[src/rtl/register_file_v2_pkg.sv]
// regfile_pkg: shared defaults, error flag indices and types for register_file_v2
package regfile_pkg;
   localparam int XLEN_DEF     = 32;
   localparam int NREG_DEF     = 32;
   localparam int ERR_W        = 8;
   localparam int ERR_WCOLL    = 0;
   localparam int ERR_WAW      = 1;
   localparam int ERR_UNISSUED = 2;
   typedef logic [ERR_W-1:0] err_vec_t;
endpackage

[src/rtl/register_file_v2_read_port.sv]
// rf_read_port: one combinational read port with x0 force, priority bypass and busy view
module rf_read_port
   import regfile_pkg::*;
#(
   parameter int XLEN   = XLEN_DEF,
   parameter int NREG   = NREG_DEF,
   parameter int NWR    = 2,
   parameter int BYPASS = 1,
   localparam int AW    = $clog2(NREG)
) (
   input  logic                 rst,
   input  logic [AW-1:0]        rd_addr,
   input  logic [NREG*XLEN-1:0] regs,
   input  logic [NREG-1:0]      busy,
   input  logic [NWR-1:0]       wr_en,
   input  logic [NWR*AW-1:0]    wr_addr,
   input  logic [NWR*XLEN-1:0]  wr_data,
   input  logic                 issue_en,
   input  logic [AW-1:0]        issue_rd,
   output logic [XLEN-1:0]      rd_data,
   output logic                 rd_busy
);
   logic [XLEN-1:0] w_data;
   logic            w_hit;
   logic            w_issue;
   // array value, overridden by the highest-index enabled write to the same non-zero register
   always_comb begin
      w_data = regs[rd_addr*XLEN +: XLEN];
      w_hit  = 1'b0;
      for (int j = 0; j < NWR; j++) begin
         if (BYPASS != 0 && wr_en[j] && wr_addr[j*AW +: AW] == rd_addr && rd_addr != '0) begin
            w_data = wr_data[j*XLEN +: XLEN];
            w_hit  = 1'b1;
         end
      end
   end
   assign w_issue = issue_en && issue_rd == rd_addr;
   assign rd_data = (rst || rd_addr == '0) ? '0 : w_data;
   assign rd_busy = !rst && rd_addr != '0 && busy[rd_addr] && !(w_hit && !w_issue);
endmodule

[src/rtl/register_file_v2.sv]
// register_file_v2: multi-port register file with bypass, pending scoreboard and sticky errors
module register_file_v2
   import regfile_pkg::*;
#(
   parameter int XLEN   = XLEN_DEF,
   parameter int NREG   = NREG_DEF,
   parameter int NRD    = 2,
   parameter int NWR    = 2,
   parameter int BYPASS = 1,
   localparam int AW    = $clog2(NREG)
) (
   input  logic                clk,
   input  logic                rst,
   input  logic [NRD*AW-1:0]   rd_addr,
   output logic [NRD*XLEN-1:0] rd_data,
   output logic [NRD-1:0]      rd_busy,
   input  logic [NWR-1:0]      wr_en,
   input  logic [NWR*AW-1:0]   wr_addr,
   input  logic [NWR*XLEN-1:0] wr_data,
   input  logic                issue_en,
   input  logic [AW-1:0]       issue_rd,
   output logic                issue_hazard,
   input  logic                err_clr,
   output logic [ERR_W-1:0]    err_vec
);
   logic [XLEN-1:0]      r_regs [NREG];
   logic [NREG*XLEN-1:0] w_regs;
   logic [NREG-1:0]      r_busy;
   logic [NREG-1:0]      w_busy_nxt;
   logic [NREG-1:0]      w_wr_hit;
   err_vec_t             r_err;
   err_vec_t             w_err_set;

   assign issue_hazard = !rst && issue_en && issue_rd != '0 && r_busy[issue_rd];
   assign err_vec      = r_err;

   // mark registers written this cycle and raise collision / unissued / WAW events
   always_comb begin
      w_wr_hit  = '0;
      w_err_set = '0;
      for (int j = 0; j < NWR; j++) begin
         if (wr_en[j] && wr_addr[j*AW +: AW] != '0) begin
            if (w_wr_hit[wr_addr[j*AW +: AW]]) w_err_set[ERR_WCOLL] = 1'b1;
            if (!r_busy[wr_addr[j*AW +: AW]]) w_err_set[ERR_UNISSUED] = 1'b1;
            w_wr_hit[wr_addr[j*AW +: AW]] = 1'b1;
         end
      end
      w_err_set[ERR_WAW] = issue_hazard;
   end

   genvar g;
   generate
      for (g = 0; g < NREG; g++) begin : g_reg
         assign w_regs[g*XLEN +: XLEN] = r_regs[g];
         assign w_busy_nxt[g] = (g != 0 && issue_en && issue_rd == AW'(g)) ? 1'b1 :
                                w_wr_hit[g] ? 1'b0 : r_busy[g];
      end
   endgenerate

   // storage write in ascending port order so the highest colliding port lands last
   always_ff @(posedge clk or posedge rst) begin
      if (rst) begin
         for (int r = 0; r < NREG; r++) r_regs[r] <= '0;
      end else begin
         for (int j = 0; j < NWR; j++)
            if (wr_en[j] && wr_addr[j*AW +: AW] != '0) r_regs[wr_addr[j*AW +: AW]] <= wr_data[j*XLEN +: XLEN];
      end
   end

   // scoreboard and sticky errors; a new event beats a same-cycle clear
   always_ff @(posedge clk or posedge rst) begin
      if (rst) begin
         r_busy <= '0;
         r_err  <= '0;
      end else begin
         r_busy <= w_busy_nxt;
         r_err  <= (err_clr ? '0 : r_err) | w_err_set;
      end
   end

   genvar i;
   generate
      for (i = 0; i < NRD; i++) begin : g_rd
         rf_read_port #(
            .XLEN(XLEN), .NREG(NREG), .NWR(NWR), .BYPASS(BYPASS)
         ) u_rd (
            .rst(rst),
            .rd_addr(rd_addr[i*AW +: AW]),
            .regs(w_regs),
            .busy(r_busy),
            .wr_en(wr_en),
            .wr_addr(wr_addr),
            .wr_data(wr_data),
            .issue_en(issue_en),
            .issue_rd(issue_rd),
            .rd_data(rd_data[i*XLEN +: XLEN]),
            .rd_busy(rd_busy[i])
         );
      end
   endgenerate
endmodule

[config.mk]
export PLATFORM = sky130hd
export DESIGN_NAME = register_file_v2
export DESIGN_NICKNAME = d
export VERILOG_FILES = /design/src/rtl/register_file_v2_pkg.sv /design/src/rtl/register_file_v2_read_port.sv /design/src/rtl/register_file_v2.sv
export SDC_FILE = /design/constraint.sdc
export NUM_CORES = 2
export LEC_CHECK = 0
export BUFFER_PORTS_ARGS = -buffer_cell sky130_fd_sc_hd__buf_2
export CAP_MARGIN = 5
export CORE_MARGIN = 8
export CORE_UTILIZATION = 37
export DETAILED_ROUTE_END_ITERATION = 8
export PLACE_DENSITY = 0.58
export SLEW_MARGIN = 20
export SYNTH_ARGS = -nofsm -noshare
export SYNTH_HDL_FRONTEND = slang
export SYNTH_HIERARCHICAL = 1
export SYNTH_SLANG_ARGS = --single-unit
[constraint.sdc]
create_clock -name clk -period 55.8 [get_ports clk]
set_input_delay 11.16 -clock clk [delete_from_list [all_inputs] [get_ports clk]]
set_output_delay 11.16 -clock clk [all_outputs]
set_load 0.02 [all_outputs]
==> reports/summary.txt <==
TritonCTS clock tree: done
Finish-stage setup viols: 0
Net count, final: 6107
Synth area leader: dfrtp_1
Crit path buffers/inverters: 3
Vias in the first global route: 53.4k
Seq/Total Area, Yosys: 0.388
Hold_buf cts: 0
Top_reg_cell synth: dfrtp_1
CTS clk-pin slew, worst paths: 0.06 ns
Largest net degree at the start of global routing: 161
Worst-Margin Slew: 1.23 ns
Share of cells above drive strength 1: 0.190
Fillers: 17.5k
Max Cap Viol: 0
Crit path DAT: 15.62 ns
Detailed Routing Iterations Pass 1: 9
Top-count cell post-synth: mux2i_1
Max clock buf depth: 3
Die H: 445 µm
Top-area cell type share of the netlist area: 0.388
DP HPWL: 161 mm
Hold Path Class: reg -> reg
Crit end category: output port
Setup bufs post-CTS: 0
Post-synth cell types: 68
Critical path's top delay family: simple AND/OR/NAND/NOR gates
Yosys warns: 6
Drt drc: 0
Initial antenna violation count: 23
XOR/XNOR Fraction of Synth Area: 0.00424
PostCTS Resize Cnt: 0
Async SR Flop Fraction: 1.00
Synth Area in Compound Gates: 0.118
Final Hold Vio Count: 0
Synth cell count leaders: mux2i_1 (1062), dfrtp_1 (1058), a21oi_1 (770), nor2_1 (627), mux4_2 (581)
Global Route Usage Sum: 0.278
Drt wl/cell: 33.4 µm
Worst skew pair latency: 0.77 ns
Setup TNS: 0 ns
Number of synthesized register bits: 1058
I/O pin count: 170
Mux cell area share after synthesis: 0.349
DR vias: 55.5k
Rows: 157
WHS: 0.398 ns
Slew Limit Fails: 0
CTS Buf Count: 114
Mapped Avg Cell Area: 10.7 µm²
Setup crit start kind: input port
Layout Skew: 0.0221 ns
ANT nets after route: 0
First-pass GRT wire length: 407 mm
Relative slew slack: 0.177
Area Overhead vs Synth: 8.32%
CP max-delay cell: nand3_1
F_max: 37.3 MHz
Die area: 0.198 mm²
Detailed Route WL: 286 mm
CP Cell Sequence: buf_4 > buf_4 > nor2_1 > and3b_1 > or3_4 > nand3_1 > o22ai_1 > nor2_1 > buf_2
Initial Util: 0.373
Synthesized-area fraction occupied by adder cells: 0
Post-synth EDFFs: 0
CTS sink cnt: 1058
Initial detailed-routing violation count: 8096
Power per cell area: 35.7 mW/mm²
CTS Root Cell: clkbuf_16
Worst path max stage delay: 0.90 ns
Main combinational cell family by area after synthesis: multiplexers
Synth Instances: 6390
Global route overflow: 0
Peak VDD IR: 0.0295 mV
Top post-synthesis cells by area: dfrtp_1 (39%), mux4_2 (19%), mux2i_1 (16%)
CP required: 44.64 ns
Die X: 445 µm
Simple-gate portion of the synthesized area: 0.0859
Via density: 6.47
Final Util: 0.404
Status: completed
CP max FO: 43
Synth Cell Area: 0.0682 mm²
Final GP Congestion: 0.899
Port Buffer Count: 164
Htree depth: 3
Fin crit period: 26.78 ns
WS Path Type: in -> out
Leakage: 0.0320 µW
Core ar.: 0.183 mm²
RSZ-0062 raised after global routing: false
Part of the cycle the worst path needs: 0.480
-- cell families (layout without fill, tap and decap cells) --
family,count (synthesis),after routing
AO/OA/AOI/OAI,1441,1441
other,1,15
flip-flops,1058,1058
XOR/XNOR,33,33
multiplexers,1653,1653
buffers and inverters,806,517
AND/OR/NAND/NOR,1398,1398
-- cells in the final DEF (no fill, tap or decap), drive strengths merged, types with 55 or more instances in the layout --
cell / count
mux4: 581
dfrtp: 1058
nor2: 644
o221ai: 55
a21oi: 770
clkbuf: 167
buf: 284
nand2: 569
o21ai: 335
a31oi: 110
mux2i: 1062
-- path summary, 6_finish.rpt --
kind	slack (ns)	cells after the start	to	startpoint
worst max register to register	53.93	4	err_vec[2]$_DFF_PP0_	r_busy[25]$_DFFE_PP0P_
worst min register to register	0.40	0	r_regs[1015]$_DFF_PP0_	r_regs[1015]$_DFF_PP0_
max in group asynchronous	42.26	5	r_regs[317]$_DFF_PP0_	rst
worst max-delay path	29.02	9	rd_data[7]	rd_addr[4]
min in group asynchronous	10.56	2	r_regs[998]$_DFF_PP0_	rst
worst min-delay path	0.40	0	r_regs[1015]$_DFF_PP0_	r_regs[1015]$_DFF_PP0_
-- worst reg2reg max path: stages (launching register included) --
cell and delay (ns):
dfrtp_1 0.53, mux4_2 0.36, o32ai_1 0.10, a31o_1 0.21, or4_1 0.51
-- through the flow --
step	cells	worst slack (ns)	power, µW	cell area, µm²
2_1_floorplan	6396	9.25	1620	68300
3_3_place_gp	8357	29.15	1790	69900
3_5_place_dp	8359	29.15	1820	70000
4_1_cts	8570	29.14	2630	73900
5_1_grt	8574	29.01	2740	73900
6_report	8579	29.02	2640	73900
-- power breakdown --
part | leakage (µW) | switching (µW) | internal [µW]
Combinational | 0.0172 | 323 | 367
Clock | 0.00190 | 351 | 463
Sequential | 0.0129 | 166 | 967
Total | 0.0320 | 841 | 1800
-- state kept, by name, summed over array words and instances, names as in the netlist --
signal / cells
r_regs: 1024
r_busy: 31
err_vec: 3
-- cell type report --
cell class | count | area (µm²) | share of cell area
multi-input cells | 4532 | 38500 | 0.520
flip-flops and latches | 1058 | 26500 | 0.358
clock buffers | 165 | 3270 | 0.0443
well taps | 2464 | 3080 | 0.0417
repair buffers | 286 | 1890 | 0.0256
clock inverters | 46 | 623 | 0.00843
inverters | 20 | 82.6 | 0.00112
diodes | 8 | 20.0 | 0.000271
-- routing by layer --
metal,track usage,wire length (µm)
met3,0.0645,30900
met4,0.166,20600
met1,0.358,107000
met5,0,128
met2,0.428,127000
Note: power is estimated with default switching activity, not from simulation.
